**src/rtl/levenshtein_search_engine.sv**
```systemverilog
// Myers bit-parallel Levenshtein search over a byte dictionary fetched by a Wishbone master,
// configured via an 8-bit Wishbone slave. Optional macro: LEVENSHTEIN_MATCH_COUNT_EN.
module levenshtein_search_engine #(
    parameter int MASTER_ADDR_WIDTH = 24,
    parameter int SLAVE_ADDR_WIDTH  = 24,
    parameter int BITVECTOR_WIDTH   = 16,
    parameter int DISTANCE_WIDTH    = 8
) (
    input  logic                         clk_i,
    input  logic                         rst_ni,
    output logic                         wbm_cyc_o,
    output logic                         wbm_stb_o,
    output logic [MASTER_ADDR_WIDTH-1:0] wbm_adr_o,
    input  logic                         wbm_ack_i,
    input  logic                         wbm_err_i,
    input  logic                         wbm_rty_i,
    input  logic [7:0]                   wbm_dat_i,
    input  logic                         wbs_cyc_i,
    input  logic                         wbs_stb_i,
    input  logic                         wbs_we_i,
    input  logic [SLAVE_ADDR_WIDTH-1:0]  wbs_adr_i,
    input  logic [7:0]                   wbs_dat_i,
    output logic                         wbs_ack_o,
    output logic                         wbs_err_o,
    output logic                         wbs_rty_o,
    output logic [7:0]                   wbs_dat_o,
    output logic                         irq_o
);
    localparam int BW = BITVECTOR_WIDTH;
    localparam int DW = DISTANCE_WIDTH;
    localparam int NB = BW / 8;
    localparam int AW = MASTER_ADDR_WIDTH - 1;

    typedef enum logic [1:0] {S_IDLE, S_READ_DICT, S_READ_VEC, S_STEP} state_t;

    state_t          r_state;
    logic            r_enabled, r_done, r_error, r_cyc, r_ack;
    logic [DW-1:0]   r_length, r_threshold, r_d, r_best_dist;
    logic [BW-1:0]   r_mask, r_init_vp, r_vp, r_vn, r_pm;
    logic [15:0]     r_idx, r_best_idx;
    logic [AW-1:0]   r_dict_addr;
    logic [7:0]      r_c;
    logic [1:0]      r_k;
`ifdef LEVENSHTEIN_MATCH_COUNT_EN
    logic [DW-1:0]   r_match_count;
`endif

    logic            w_req, w_wr, w_ctrl_wr, w_fault, w_unused;
    logic [3:0]      w_reg;
    logic [7:0]      w_match_rd, w_rd;
    logic [31:0]     w_mask32, w_vp32;
    logic [AW-1:0]   w_vec_off;
    logic [BW-1:0]   w_d0, w_hp, w_hn, w_hp_sh, w_vp_next, w_vn_next;

    assign w_reg     = wbs_adr_i[3:0];
    assign w_unused  = ^wbs_adr_i[SLAVE_ADDR_WIDTH-1:4];
    assign w_req     = wbs_cyc_i & wbs_stb_i & ~r_ack;
    assign w_wr      = w_req & wbs_we_i;
    assign w_ctrl_wr = w_wr & (w_reg == 4'd0);
    assign w_fault   = r_cyc & (wbm_err_i | wbm_rty_i);

    // Myers column update, evaluated from the state held during S_STEP
    assign w_d0      = (((r_pm & r_vp) + r_vp) ^ r_vp) | r_pm | r_vn;
    assign w_hp      = r_vn | ~(w_d0 | r_vp);
    assign w_hn      = w_d0 & r_vp;
    assign w_hp_sh   = (w_hp << 1) | BW'(1);
    assign w_vp_next = (w_hn << 1) | ~(w_d0 | w_hp_sh);
    assign w_vn_next = w_d0 & w_hp_sh;

    assign w_vec_off = AW'(r_c) * AW'(NB) + AW'(r_k);
    assign wbm_adr_o = (r_state == S_READ_DICT) ? {1'b1, r_dict_addr} : {1'b0, w_vec_off};
    assign wbm_cyc_o = r_cyc;
    assign wbm_stb_o = r_cyc;
    assign wbs_ack_o = r_ack;
    assign wbs_err_o = 1'b0;
    assign wbs_rty_o = 1'b0;
    assign irq_o     = r_done | r_error;

`ifdef LEVENSHTEIN_MATCH_COUNT_EN
    assign w_match_rd = 8'(r_match_count);
`else
    assign w_match_rd = 8'h00;
`endif

    assign w_mask32 = 32'(r_mask);
    assign w_vp32   = 32'(r_init_vp);

    always_comb begin
        w_rd = 8'h00;
        case (w_reg)
            4'd0:  w_rd = {5'b0, r_error, r_done, r_enabled};
            4'd1:  w_rd = 8'(r_length);
            4'd2:  w_rd = 8'(r_threshold);
            4'd3:  w_rd = w_match_rd;
            4'd4:  w_rd = w_mask32[31:24];
            4'd5:  w_rd = w_mask32[23:16];
            4'd6:  w_rd = w_mask32[15:8];
            4'd7:  w_rd = w_mask32[7:0];
            4'd8:  w_rd = w_vp32[31:24];
            4'd9:  w_rd = w_vp32[23:16];
            4'd10: w_rd = w_vp32[15:8];
            4'd11: w_rd = w_vp32[7:0];
            4'd12: w_rd = 8'(r_best_dist);
            4'd13: w_rd = r_best_idx[15:8];
            4'd14: w_rd = r_best_idx[7:0];
            default: w_rd = 8'h00;
        endcase
    end
    assign wbs_dat_o = w_rd;

    always_ff @(posedge clk_i or negedge rst_ni) begin
        if (!rst_ni) begin
            r_state     <= S_IDLE;
            r_enabled   <= 1'b0;
            r_done      <= 1'b0;
            r_error     <= 1'b0;
            r_cyc       <= 1'b0;
            r_ack       <= 1'b0;
            r_length    <= '0;
            r_threshold <= '0;
            r_mask      <= '0;
            r_init_vp   <= '0;
            r_d         <= '0;
            r_vp        <= '0;
            r_vn        <= '0;
            r_pm        <= '0;
            r_best_dist <= '1;
            r_idx       <= '0;
            r_best_idx  <= '0;
            r_dict_addr <= '0;
            r_c         <= '0;
            r_k         <= '0;
`ifdef LEVENSHTEIN_MATCH_COUNT_EN
            r_match_count <= '0;
`endif
        end else begin
            r_ack <= w_req;
            if (w_wr) begin
                case (w_reg)
                    4'd1:    r_length    <= DW'(wbs_dat_i);
                    4'd2:    r_threshold <= DW'(wbs_dat_i);
                    default: ;
                endcase
                // byte lanes wider than the bitvector simply have no matching lane
                for (int b = 0; b < NB; b++) begin
                    if (w_reg == 4'(7 - b))  r_mask[b*8 +: 8]    <= wbs_dat_i;
                    if (w_reg == 4'(11 - b)) r_init_vp[b*8 +: 8] <= wbs_dat_i;
                end
            end

            if (w_ctrl_wr) begin
                r_enabled   <= wbs_dat_i[0];
                r_done      <= 1'b0;
                r_error     <= 1'b0;
                r_idx       <= '0;
                r_best_idx  <= '0;
                r_best_dist <= '1;
                r_d         <= r_length;
                r_vp        <= r_init_vp;
                r_vn        <= '0;
                r_dict_addr <= '0;
                r_k         <= '0;
                r_cyc       <= 1'b0;
                r_state     <= wbs_dat_i[0] ? S_READ_DICT : S_IDLE;
`ifdef LEVENSHTEIN_MATCH_COUNT_EN
                r_match_count <= '0;
`endif
            end else if (w_fault) begin
                r_cyc     <= 1'b0;
                r_enabled <= 1'b0;
                r_error   <= 1'b1;
                r_state   <= S_IDLE;
            end else begin
                case (r_state)
                    S_READ_DICT: begin
                        if (!r_cyc) begin
                            r_cyc <= 1'b1;
                        end else if (wbm_ack_i) begin
                            r_cyc       <= 1'b0;
                            r_dict_addr <= r_dict_addr + AW'(1);
                            if (wbm_dat_i == 8'hFE) begin
                                if (r_d <= r_threshold && r_d < r_best_dist) begin
                                    r_best_dist <= r_d;
                                    r_best_idx  <= r_idx;
                                end
`ifdef LEVENSHTEIN_MATCH_COUNT_EN
                                if (r_d <= r_threshold && r_match_count != '1)
                                    r_match_count <= r_match_count + DW'(1);
`endif
                                r_idx <= r_idx + 16'd1;
                                r_d   <= r_length;
                                r_vp  <= r_init_vp;
                                r_vn  <= '0;
                            end else if (wbm_dat_i == 8'hFF) begin
                                r_enabled <= 1'b0;
                                r_done    <= 1'b1;
                                r_state   <= S_IDLE;
                            end else begin
                                r_c     <= wbm_dat_i;
                                r_k     <= '0;
                                r_state <= S_READ_VEC;
                            end
                        end
                    end
                    S_READ_VEC: begin
                        if (!r_cyc) begin
                            r_cyc <= 1'b1;
                        end else if (wbm_ack_i) begin
                            r_pm <= (r_pm << 8) | BW'(wbm_dat_i);
                            if (r_k == 2'(NB - 1)) begin
                                r_cyc   <= 1'b0;
                                r_state <= S_STEP;
                            end else begin
                                r_k <= r_k + 2'd1;
                            end
                        end
                    end
                    S_STEP: begin
                        r_vp <= w_vp_next;
                        r_vn <= w_vn_next;
                        if ((w_hp & r_mask) != '0)
                            r_d <= r_d + DW'(1);
                        else if ((w_hn & r_mask) != '0)
                            r_d <= r_d - DW'(1);
                        r_state <= S_READ_DICT;
                    end
                    default: r_cyc <= 1'b0;
                endcase
            end
        end
    end
endmodule

```
**config.mk**
```make
export PLATFORM = sky130hd
export DESIGN_NAME = levenshtein_search_engine
export DESIGN_NICKNAME = d
export VERILOG_FILES = /design/src/rtl/levenshtein_search_engine.sv
export SDC_FILE = /design/constraint.sdc
export NUM_CORES = 1
export LEC_CHECK = 0
export CAP_MARGIN = 20
export CELL_PAD_IN_SITES_DETAIL_PLACEMENT = 2
export CELL_PAD_IN_SITES_GLOBAL_PLACEMENT = 2
export CORE_UTILIZATION = 33
export CTS_BUF_LIST = sky130_fd_sc_hd__clkbuf_2 sky130_fd_sc_hd__clkbuf_4 sky130_fd_sc_hd__clkbuf_8
export DETAILED_ROUTE_END_ITERATION = 16
export PLACE_DENSITY_LB_ADDON = 0.1
export REMOVE_ABC_BUFFERS = 1
export SYNTH_ARGS = -nofsm -noshare
export SYNTH_HDL_FRONTEND = slang
export SYNTH_SLANG_ARGS = --single-unit
```
**constraint.sdc**
```tcl
create_clock -name clk_i -period 6.75 [get_ports clk_i]
set_input_delay 1.35 -clock clk_i [delete_from_list [all_inputs] [get_ports clk_i]]
set_output_delay 1.35 -clock clk_i [all_outputs]
set_load 0.005 [all_outputs]
```
==> impl_summary.txt, run 1 <==
----------------------------------------------------
[Synth]
  Share of synthesized area occupied by flip-flops and latches ... around 41%
  Post-synthesis area per instance ... just over 9 um^2
  FFs w/ async S/R, synth ... between 90% and 100%
  Synth Flop Type ... sky130_fd_sc_hd__dfrtp_1
  Gate count after technology mapping ... 1202
  Ys Warns ... 0
  Netlist cell types ... 96
  Cell area after synthesis ... roughly 0.011 mm^2
  Register bit count reported by yosys ... ~180
  EDFF count, synth ... 0

[Critical path]
  Worst Path Required ... 7120 ps
  Crit-path max FO ... 10
  Worst path arrival time ... ~6000 ps
  Worst Setup End Kind ... register
  Critical Path Start Type ... register
  Category of the critical setup timing path ... register to register

[STA]
  Fmax ... 0.177 GHz
  Relative max-transition margin ... between 30% and 40%
  Minimum setup slack in the final design ... 1100 ps
  Final max-slew violation count ... 0
  Setup TNS ... 0 ps
  RSZ-0062 raised after global routing ... no
  Pin slew with the least headroom to its limit ... about 960 ps
  Time the final worst path needs with I/O delays and setup ... between 5000 and 6000 ps
  Final worst path period share ... 83.8%
  Setup-violating endpoint count in the final report ... 0
  Hold violation count in the final report ... 0
  Final Skew ... around 16 ps

[Routing]
  Drt first pass iters ... 5
  Post-route DRC ... 0
  Detailed-route via count ... around 9.4k
  Violation count after the first detailed-route iteration ... slightly below 500
  Vias per inst ... ~5.5
  Routed wire per std cell ... roughly 23 um
  Count of antenna-violating nets left after detailed routing ... 0
  Final wirelength ... 38.4 mm

[Clock tree]
  TritonCTS clock tree ... built
  Buffer depth of the longest clock path ... 2
  Clock root buffer ... sky130_fd_sc_hd__clkbuf_8
  Setup Buffers After CTS ... 0
  Number of H-tree branching levels ... 4
  Clk pin slew, worst setup/hold paths ... ~110 ps
  Count of clock tree sinks ... about 180
  Number of gates given a new drive strength after cts ... 0
  Quantity of hold-fixing buffers added after cts ... 0
  Num CTS Buffers ... 17
  Clock network latency to the later pin of the worst-skew pair ... roughly 500 ps

[Global route]
  Pin count of the biggest net entering global routing ... 68
  Total routing resource utilization after global routing ... 23.2%
  Final global-route overflow total ... 0
  Global-route wire length before repair ... ~60 mm
  Initial antenna violation count ... 0
  Vias in the first global route ... around 10k

[Finish]
  Most used cells in the layout excluding fill and tap cells ... 176 x sky130_fd_sc_hd__dfrtp_1, 131 x sky130_fd_sc_hd__nand2_1, 118 x sky130_fd_sc_hd__nor2_1
  Relative area change from synthesis to final layout ... 12.4%
  Cell area after layout ... roughly 0.013 mm^2
  Final standard cell utilization of the core ... 37.6%
  Commonest non-fill, non-tap cell in the layout ... sky130_fd_sc_hd__dfrtp_1
  Antenna fix cells ... 0
  Layout cells sized above 1 ... 14.0%
  Number of nets in the layout ... ~1.3k

[Pwr]
  Overall power after layout ... ~4.4 mW
  Static leakage ... between 5 and 6 nW
  Worst supply voltage drop on vdd ... approximately 130 uV
  Total power per unit cell area ... roughly 350 mW/mm^2

[Min path]
  Worst hold path type ... register to register

[Die]
  Number of placement rows ... between 60 and 70
  Die W ... 186 um
  Area of the die ... between 0.03 and 0.04 mm^2
  Initial Utilization ... between 30% and 40%
  Floorplan core area ... about 0.033 mm^2
  I/O pin count ... between 80 and 90
  Chip height ... between 150 and 200 um

[Placed design]
  Port Buffer Count ... 63
  HPWL after DPL ... around 28 mm
  Instance area at placement ... ~0.012 mm^2
  Routability-driven placement congestion ratio ... between 0.8 and 0.9
  Pre-CTS setup slack ... between 1000 and 1500 ps

[Outcome]
  Status ... complete, no violations

[Job]
  Max-cap check violation count ... 0

----------------------------------------------------
==> final cells by class <==
class / instances / area (um^2)
Clock inverter: 12 / 91.3
Tap cell: 448 / 561
Fill cell: 3639 / 20900
Multi-Input combinational cell: 906 / 6070
Timing Repair Buffer: 82 / 790
Inverter: 48 / 180
Sequential cell: 184 / 4610
Clock buffer: 20 / 269
==> cell families after synthesis <==
| logic type | after synthesis | synth area share (%) |
|---|---|---|
| and+or+nand+nor | 427 | 18.8 |
| AOI/OAI and AO/OA | 290 | 17.2 |
| DFF | 184 | 41.2 |
| buffers and inverters | 113 | 4.75 |
| muxes | 106 | 10.5 |
| xor gates and xnor gates | 46 | 3.60 |
| adders and majority gates | 35 | 3.89 |
| other | 1 | 0.0335 |
==> Yosys cell counts (6+ instances only) <==
master	n	area share, %
sky130_fd_sc_hd__and3_1	17	0.95
sky130_fd_sc_hd__nand2_1	131	4.4
sky130_fd_sc_hd__mux2i_1	30	2.7
sky130_fd_sc_hd__nand2b_1	15	0.84
sky130_fd_sc_hd__nand4_1	11	0.61
sky130_fd_sc_hd__xnor2_1	14	1.1
sky130_fd_sc_hd__nor2b_1	13	0.73
sky130_fd_sc_hd__a211oi_1	12	0.80
sky130_fd_sc_hd__mux2_2	74	7.4
sky130_fd_sc_hd__xor2_1	32	2.5
sky130_fd_sc_hd__nor2_1	118	4.0
sky130_fd_sc_hd__dfrtp_1	176	39
sky130_fd_sc_hd__dfstp_2	8	1.9
sky130_fd_sc_hd__and2_1	23	1.3
sky130_fd_sc_hd__a22oi_1	13	0.87
sky130_fd_sc_hd__a31oi_1	13	0.73
sky130_fd_sc_hd__inv_1	48	1.6
sky130_fd_sc_hd__nor3_1	17	0.76
sky130_fd_sc_hd__or3_1	7	0.39
sky130_fd_sc_hd__a21o_1	10	0.67
sky130_fd_sc_hd__a21oi_1	83	3.7
sky130_fd_sc_hd__nand3_1	32	1.4
sky130_fd_sc_hd__a22o_1	7	0.55
sky130_fd_sc_hd__clkbuf_1	42	1.4
sky130_fd_sc_hd__o2111ai_1	6	0.47
sky130_fd_sc_hd__a221oi_1	6	0.47
sky130_fd_sc_hd__o21a_1	6	0.40
sky130_fd_sc_hd__buf_6	6	0.60
sky130_fd_sc_hd__o21ai_0	62	2.8
sky130_fd_sc_hd__ha_1	30	3.4
==> critical path, cell delays in order (launching register included) <==
cell and delay [ps]:
sky130_fd_sc_hd__dfrtp_1 550, sky130_fd_sc_hd__nor2b_1 180, sky130_fd_sc_hd__ha_1 190, sky130_fd_sc_hd__a211oi_2 70, sky130_fd_sc_hd__or4_1 690, sky130_fd_sc_hd__a32oi_1 620
sky130_fd_sc_hd__nor3b_1 110, sky130_fd_sc_hd__a21o_2 210, sky130_fd_sc_hd__or4_4 530, sky130_fd_sc_hd__or2_0 360, sky130_fd_sc_hd__inv_1 230, sky130_fd_sc_hd__ha_1 260
sky130_fd_sc_hd__a21o_1 150, sky130_fd_sc_hd__a21oi_1 280, sky130_fd_sc_hd__o21bai_1 110, sky130_fd_sc_hd__a21oi_1 240, sky130_fd_sc_hd__o21a_1 230, sky130_fd_sc_hd__nor3_1 60
sky130_fd_sc_hd__a221oi_1 260, sky130_fd_sc_hd__o221ai_1 170
==> layer usage <==
| layer | share of wire, % | vias up | track usage [%] |
|---|---|---|---|
| met5 | 0 | - | 0 |
| met4 | 1.5 | 0 | 5.48 |
| met3 | 2.5 | 32 | 3.00 |
| met2 | 47 | 125 | 38.1 |
| met1 | 49 | 4889 | 32.3 |
| li1 | - | 4378 | - |
==> metrics by stage <==
| stage | hold WS (ps) | std cells |
|---|---|---|
| finish | 461 | 1700 |
| global route | 499 | 1700 |
| CTS | 468 | 1698 |
| detailed placement | 449 | 1666 |
| global placement | 444 | 1666 |
| floorplan | 437 | 1138 |
==> final timing paths <==
path                            from  cells after the start            end  slack [ps]
setup / recovery             r_vp[1]                     19         r_d[7]        1100
hold / removal             wbs_ack_o                      1      wbs_ack_o         460
setup reg to reg             r_vp[1]                     19         r_d[7]        1100
hold reg to reg            wbs_ack_o                      1      wbs_ack_o         460
max in group asynchronous     rst_ni                      2  r_best_idx[3]        4530
min in group asynchronous     rst_ni                      1       r_pm[14]         840
==> where the power goes <==
part	switching [mW]	total, mW	leakage (nW)	internal [mW]
clock network	0.451	0.736	0.189	0.284
logic	1.09	1.88	2.77	0.796
registers	0.438	1.77	2.42	1.33
total	1.98	4.39	5.38	2.41
==> state kept, by name, summed over array words and instances, names as in the netlist, 2 cells and up <==
register	cells
r_dict_addr	23
r_best_idx	16
r_idx	16
r_init_vp	16
r_mask	16
r_pm	16
r_vn	16
r_vp	16
r_best_dist	8
r_c	8
r_d	8
r_length	8
r_threshold	8
r_k	2
r_state	2
No activity file was read; power rests on OpenSTA's default activity.
==> run 2, diff against run 1 <==
==> constraint.sdc (replaced) <==
create_clock -name clk_i -period 5.4 [get_ports clk_i]
set_input_delay 1.08 -clock clk_i [delete_from_list [all_inputs] [get_ports clk_i]]
set_output_delay 1.08 -clock clk_i [all_outputs]
set_load 0.005 [all_outputs]
==> impl_summary.txt, run 2 (synthesis results as in run 1) <==
----------------------------------------------------
[Routing]
  Drt first pass iters ... 5 (unchanged)
  Vias per inst ... 5.53 (-0.33%)
  Violation count after the first detailed-route iteration ... 516 (+4.5%)
  Final wirelength ... 39.5 mm (+2.6%)
  Count of antenna-violating nets left after detailed routing ... 0 (unchanged)
  Detailed-route via count ... 9537 (+1.2%)
  Routed wire per std cell ... 22.9 um (+1.1%)
  Post-route DRC ... 0 (unchanged)

[Critical path]
  Critical path, cell by cell ... and2_1 -> ha_1 -> a211oi_2 -> or4_4 -> buf_4 -> nand3_1 -> a2111oi_0 -> or4_1 -> or4_4 -> or2_0 -> inv_1 -> ha_1 -> a21o_1 -> a21oi_1 -> o21bai_1 -> a21oi_1 -> o21a_1 -> nor3_1 -> a221oi_1 -> o221ai_1
  Family with the most delay on the worst path ... simple AND/OR/NAND/NOR gates
  Reg2Reg Launch Point ... r_vp[0]
  Crit path from ... r_vp[0]
  Critical Path Start Type ... register
  Worst Path Required ... 5770 ps (-1350 ps)
  Largest stage delay on the critical path ... 550 ps (-140 ps)
  Worst Setup End Kind ... register
  Buffers plus inverters on the worst setup path ... 2 (+1)
  Worst path arrival time ... 5420 ps (-600 ps)
  Crit-path max FO ... 6 (-4)
  Category of the critical setup timing path ... register to register
  Highest-delay cell along the critical path ... sky130_fd_sc_hd__or4_4

[STA]
  Final worst path period share ... 93.5% (+9.7 points)
  Fmax ... 0.198 GHz (+12%)
  Minimum setup slack in the final design ... 351 ps (-745 ps)
  Pin slew with the least headroom to its limit ... 909 ps (-54.6 ps)
  Hold Worst Slack ... 451 ps (-9.65 ps)
  Time the final worst path needs with I/O delays and setup ... 5050 ps (-605 ps)
  Hold violation count in the final report ... 0 (unchanged)
  Setup-violating endpoint count in the final report ... 0 (unchanged)
  Setup TNS ... 0 ps (unchanged)
  Final Skew ... 16.7 ps (+1.14 ps)
  RSZ-0062 raised after global routing ... no
  Relative max-transition margin ... 39.4% (+4.1 points)
  Final max-slew violation count ... 0 (unchanged)

[Clock tree]
  TritonCTS clock tree ... built
  Setup Buffers After CTS ... 0 (unchanged)
  Clock network latency to the later pin of the worst-skew pair ... 510 ps (about the same)
  Clk pin slew, worst setup/hold paths ... 110 ps (about the same)
  Buffer depth of the longest clock path ... 2 (unchanged)
  Number of H-tree branching levels ... 4 (unchanged)
  Count of clock tree sinks ... 184 (unchanged)
  Clock root buffer ... sky130_fd_sc_hd__clkbuf_8
  Num CTS Buffers ... 17 (unchanged)

[Finish]
  Max FFs per register ... 23 (unchanged)
  Layout cells sized above 1 ... 15.8% (+1.8 points)
  Fill cells ... 3659 (+0.55%)
  Relative area change from synthesis to final layout ... 14.5%
  Combined flip-flop and latch cell area ... 0.00461 mm^2 (unchanged)
  Number of nets in the layout ... 1344 (+2.0%)
  Area of combinational cells with multiple inputs ... 0.00609 mm^2 (+0.19%)
  Reg with most FFs ... r_dict_addr
  Commonest non-fill, non-tap cell in the layout ... sky130_fd_sc_hd__dfrtp_1
  Most used cells in the layout excluding fill and tap cells ... 176 x sky130_fd_sc_hd__dfrtp_1, 131 x sky130_fd_sc_hd__nand2_1, 118 x sky130_fd_sc_hd__nor2_1

[Placed design]
  Routability-driven placement congestion ratio ... 0.843 (-2.2%)
  Pre-CTS setup slack ... 239 ps (-868 ps)
  HPWL after DPL ... 29.4 mm (+3.5%)
  Port Buffer Count ... 63 (unchanged)

[Global route]
  Total routing resource utilization after global routing ... 23.7% (+0.52 points)
  Final global-route overflow total ... 0 (unchanged)
  Pin count of the biggest net entering global routing ... 99 (+46%)
  Global-route wire length before repair ... 61.6 mm (+2.4%)
  Vias in the first global route ... 10.1k (+0.59%)
  Initial antenna violation count ... 1 (+1)

[Pwr]
  Worst supply voltage drop on vdd ... 167 uV (+26%)
  Total power per unit cell area ... 445 mW/mm^2 (+28%)
  Static leakage ... 5.52 nW (+2.5%)

[Die]
  Floorplan core area ... 0.0334 mm^2 (unchanged)
  Chip height ... 186 um (unchanged)
  I/O pin count ... 86 (unchanged)
  Initial Utilization ... 33.5% (unchanged)
  Number of placement rows ... 67 (unchanged)
  Area of the die ... 0.0347 mm^2 (unchanged)
  Die W ... 186 um (unchanged)

[Min path]
  Startpoint of the worst hold path ... wbs_ack_o
  Worst hold path type ... register to register

[Outcome]
  Status ... complete, no violations

[Job]
  Max-cap check violation count ... 0 (unchanged)

----------------------------------------------------
## run 2: cell types whose count changed in the layout (fill, tap and decap cells not counted), moves of 2 or more
cell,before,now
sky130_fd_sc_hd__buf_4,17,43
sky130_fd_sc_hd__bufinv_16,0,2
sky130_fd_sc_hd__clkbuf_8,20,18
sky130_fd_sc_hd__clkinv_2,4,1
sky130_fd_sc_hd__clkinv_4,2,0
sky130_fd_sc_hd__clkinvlp_4,1,3
## run 2: layout make-up
cell class,instances,area share (%)
Multi-Input combinational cell,906,47.5
Sequential cell,184,36.0
Timing Repair Buffer,108,7.68
Tap cell,448,4.37
Clock buffer,19,1.94
Inverter,48,1.41
Clock inverter,12,1.11
Antenna cell,1,0.0195
## run 2: repair_timing
| action | CTS | global route |
|---|---|---|
| hold buffers | 0 | 0 |
| gates resized for setup | 0 | 2 |
| hold endpoints to repair | 0 | 0 |
| endpoints found under the setup margin | 0 | 1 |
## run 2: path summary, 6_finish.rpt
check                      cells after the start  slack (ps)        end
max                                           20         350     r_d[7]
min                                            1         450  wbs_ack_o
max reg2reg                                   20         350     r_d[7]
min reg2reg                                    1         450  wbs_ack_o
max in group asynchronous                      2        3770   r_idx[5]
min in group asynchronous                      1         640   r_pm[13]
## run 2: routing by layer
layer / vias to the layer above / routed length (um) / global-route usage [%]
met5: - / 0 / 0
met3: 22 / 997 / 3.13
li1: 4431 / - / -
met1: 4977 / 19200 / 32.9
met2: 107 / 18900 / 39.7
met4: 0 / 289 / 4.10
## run 2: per-stage QoR
step                      power [mW]  area, um^2  instances  util (%)
after floorplan                 3.58       10800       1138         -
after CTS                       5.76       12800       1724      38.3
final                           5.71       12800       1726      38.3
after global placement          4.63       12400       1693      37.1
after global routing            6.12       12800       1725      38.3
after detailed placement        4.72       12400       1693      37.1
## run 2: report_power, final
part	leakage (nW)	switching [mW]	internal, mW	total (mW)
Clock	0.193	0.586	0.429	1.01
Sequential	2.42	0.434	1.67	2.10
Combinational	2.91	1.51	1.08	2.59
==> run 3, diff against run 2 <==
--- a/config.mk
+++ b/config.mk
@@ -10,7 +10,9 @@
 export CELL_PAD_IN_SITES_GLOBAL_PLACEMENT = 2
 export CORE_UTILIZATION = 33
 export CTS_BUF_LIST = sky130_fd_sc_hd__clkbuf_2 sky130_fd_sc_hd__clkbuf_4 sky130_fd_sc_hd__clkbuf_8
+export CTS_CLUSTER_SIZE = 14
 export DETAILED_ROUTE_END_ITERATION = 16
+export GPL_TIMING_DRIVEN = 1
 export PLACE_DENSITY_LB_ADDON = 0.1
 export REMOVE_ABC_BUFFERS = 1
 export SYNTH_ARGS = -nofsm -noshare
==> constraint.sdc (replaced) <==
create_clock -name clk_i -period 5.4 [get_ports clk_i]
set_input_delay 1.08 -clock clk_i [delete_from_list [all_inputs] [get_ports clk_i]]
set_output_delay 1.08 -clock clk_i [all_outputs]
set_load 0.05 [all_outputs]
==> impl_summary.txt, run 3 (synthesis results as in run 1) <==
----------------------------------------------------
[Global route]
  Final global-route overflow total ... 0 (unchanged)
  Pin count of the biggest net entering global routing ... 81 (-18%)
  Global-route wire length before repair ... 61.2 mm (-0.67%)
  Initial antenna violation count ... 0 (-1)
  Vias in the first global route ... 9927 (-1.6%)
  Total routing resource utilization after global routing ... 23.6% (-0.071 points)

[Placed design]
  Pre-CTS setup slack ... 309 ps (+70.2 ps)
  HPWL after DPL ... 29.3 mm (-0.27%)
  Routability-driven placement congestion ratio ... 0.841 (-0.26%)
  Port Buffer Count ... 63 (unchanged)

[Clock tree]
  Clk pin slew, worst setup/hold paths ... 100 ps (about the same)
  Number of H-tree branching levels ... 4 (unchanged)
  Setup Buffers After CTS ... 0 (unchanged)
  Count of clock tree sinks ... 184 (unchanged)
  Num CTS Buffers ... 17 (unchanged)
  Clock network latency to the later pin of the worst-skew pair ... 500 ps (about the same)
  TritonCTS clock tree ... built
  Buffer depth of the longest clock path ... 2 (unchanged)
  Clock root buffer ... sky130_fd_sc_hd__clkbuf_8

[Pwr]
  Total power per unit cell area ... 459 mW/mm^2 (+3.1%)
  Worst supply voltage drop on vdd ... 183 uV (+9.5%)
  Static leakage ... 5.54 nW (+0.46%)

[Outcome]
  Status ... complete, no violations

[Routing]
  Detailed-route via count ... 9484 (-0.56%)
  Final wirelength ... 39.2 mm (-0.73%)
  Count of antenna-violating nets left after detailed routing ... 0 (unchanged)
  Routed wire per std cell ... 22.7 um (-0.62%)
  Post-route DRC ... 0 (unchanged)
  Drt first pass iters ... 5 (unchanged)
  Vias per inst ... 5.50 (-0.44%)
  Violation count after the first detailed-route iteration ... 505 (-2.1%)

[Finish]
  Reg with most FFs ... r_dict_addr
  Most used cells in the layout excluding fill and tap cells ... 176 x sky130_fd_sc_hd__dfrtp_1, 131 x sky130_fd_sc_hd__nand2_1, 118 x sky130_fd_sc_hd__nor2_1
  Max FFs per register ... 23 (unchanged)
  Relative area change from synthesis to final layout ... 14.6% (about the same)
  Final standard cell utilization of the core ... 38.4% (about the same)
  Commonest non-fill, non-tap cell in the layout ... sky130_fd_sc_hd__dfrtp_1
  Fill cells ... 3692 (+0.90%)
  Layout cells sized above 1 ... 16.3% (+0.48 points)
  Antenna fix cells ... 0 (-1)
  Number of nets in the layout ... 1342 (-0.15%)

[Critical path]
  Crit-path max FO ... 6 (unchanged)
  Worst setup path endpoint ... r_d[7]
  Worst path arrival time ... 5400 ps (-20 ps)
  Category of the critical setup timing path ... register to register
  Capture instance of the worst register-to-register path ... r_d[7]
  Critical Path Start Type ... register
  R2R depth ... 20 (unchanged)
  Worst Setup End Kind ... register
  Worst Path Required ... 5800 ps (+30 ps)
  Register-to-register path setup slack ... 400 ps (+50 ps)
  Reg2Reg Launch Point ... r_vp[0]
  Crit path from ... r_vp[0]

[Die]
  Area of the die ... 0.0347 mm^2 (unchanged)
  I/O pin count ... 86 (unchanged)
  Initial Utilization ... 33.5% (unchanged)
  Die W ... 186 um (unchanged)
  Floorplan core area ... 0.0334 mm^2 (unchanged)
  Chip height ... 186 um (unchanged)
  Number of placement rows ... 67 (unchanged)

[STA]
  RSZ-0062 raised after global routing ... no
  Relative max-transition margin ... 43.4% (+4.0 points)
  Setup-violating endpoint count in the final report ... 0 (unchanged)
  Minimum setup slack in the final design ... 397 ps (+45.9 ps)
  Hold Worst Slack ... 460 ps (+9.48 ps)
  Final max-slew violation count ... 0 (unchanged)
  Setup TNS ... 0 ps (unchanged)
  Hold violation count in the final report ... 0 (unchanged)
  Final worst path period share ... 92.6% (-0.85 points)
  Final Skew ... 18.2 ps (+1.47 ps)
  Pin slew with the least headroom to its limit ... 846 ps (-63.0 ps)
  Fmax ... 0.200 GHz (+0.92%)
  Time the final worst path needs with I/O delays and setup ... 5000 ps (-45.9 ps)

[Job]
  Max-cap check violation count ... 0 (unchanged)

[Min path]
  Worst hold path type ... register to register
  Min-Delay Path Depth ... 1 (unchanged)

----------------------------------------------------
run 3: cell count changes in the layout (fill, tap and decap cells not counted), sizes merged:
cell	change
clkinvlp	-1
clkinv	+4
buf	+6
inv	-2
clkdlybuf4s50	-8
diode	-1
run 3: what timing repair did:
item                                    in CTS  in global routing
endpoints found under the setup margin       0                  1
gates resized for setup                      0                  1
hold buffers                                 0                  0
run 3: how the worst min path moves through the flow:
stage / start / to
final: wbs_ack_o / wbs_ack_o
after global routing: wbs_ack_o / wbs_ack_o
after CTS: wbs_ack_o / wbs_ack_o
after detailed placement: wbs_ack_o / wbs_ack_o
after global placement: wbs_ack_o / wbs_ack_o
after floorplan: r_enabled / r_enabled
run 3: report_power, final:
part | internal [mW] | switching (mW)
Clock | 0.434 | 0.573
Combinational | 1.10 | 1.68
Sequential | 1.67 | 0.438
Total | 3.20 | 2.69
run 3: critical path: stages, from the launching register on:
cell,delay [ps]
sky130_fd_sc_hd__dfrtp_1,370
sky130_fd_sc_hd__and2_1,140
sky130_fd_sc_hd__ha_1,180
sky130_fd_sc_hd__a211oi_2,60
sky130_fd_sc_hd__or4_1,690
sky130_fd_sc_hd__a2111oi_4,470
sky130_fd_sc_hd__nor3_2,100
sky130_fd_sc_hd__and3_4,190
sky130_fd_sc_hd__or4_4,570
sky130_fd_sc_hd__or2_0,270
sky130_fd_sc_hd__inv_1,130
sky130_fd_sc_hd__ha_1,250
sky130_fd_sc_hd__a21o_1,170
sky130_fd_sc_hd__a21oi_1,220
sky130_fd_sc_hd__o21bai_1,100
sky130_fd_sc_hd__a21oi_1,240
sky130_fd_sc_hd__o21a_1,230
sky130_fd_sc_hd__nand2_1,70
sky130_fd_sc_hd__nor3_1,180
sky130_fd_sc_hd__a221oi_1,80
sky130_fd_sc_hd__o221ai_1,200
run 3: per-layer routing:
| metal | global-route usage [%] | part of all wire, % | up-vias |
|---|---|---|---|
| li1 | - | - | 4421 |
| met1 | 33.0 | 48 | 4901 |
| met2 | 38.7 | 47 | 129 |
| met3 | 3.17 | 3.0 | 33 |
| met4 | 5.64 | 1.7 | 0 |
| met5 | 0 | 0 | - |
run 3: cell type report:
cell class                      instances  area [um^2]  area share (%)
Multi-Input combinational cell        906         6080            47.4
Sequential cell                       184         4610            36.0
Timing Repair Buffer                  106          995            7.75
Tap cell                              448          561            4.37
Clock buffer                           19          255            1.99
Inverter                               48          180            1.40
Clock inverter                         13          143            1.11
run 3: through the flow:
step / power (mW) / cells / instance area [um^2]
global placement: 4.79 / 1690 / 12400
global route: 6.31 / 1724 / 12800
CTS: 5.96 / 1723 / 12800
finish: 5.89 / 1724 / 12800
detailed placement: 4.91 / 1691 / 12400
floorplan: 3.75 / 1138 / 10800
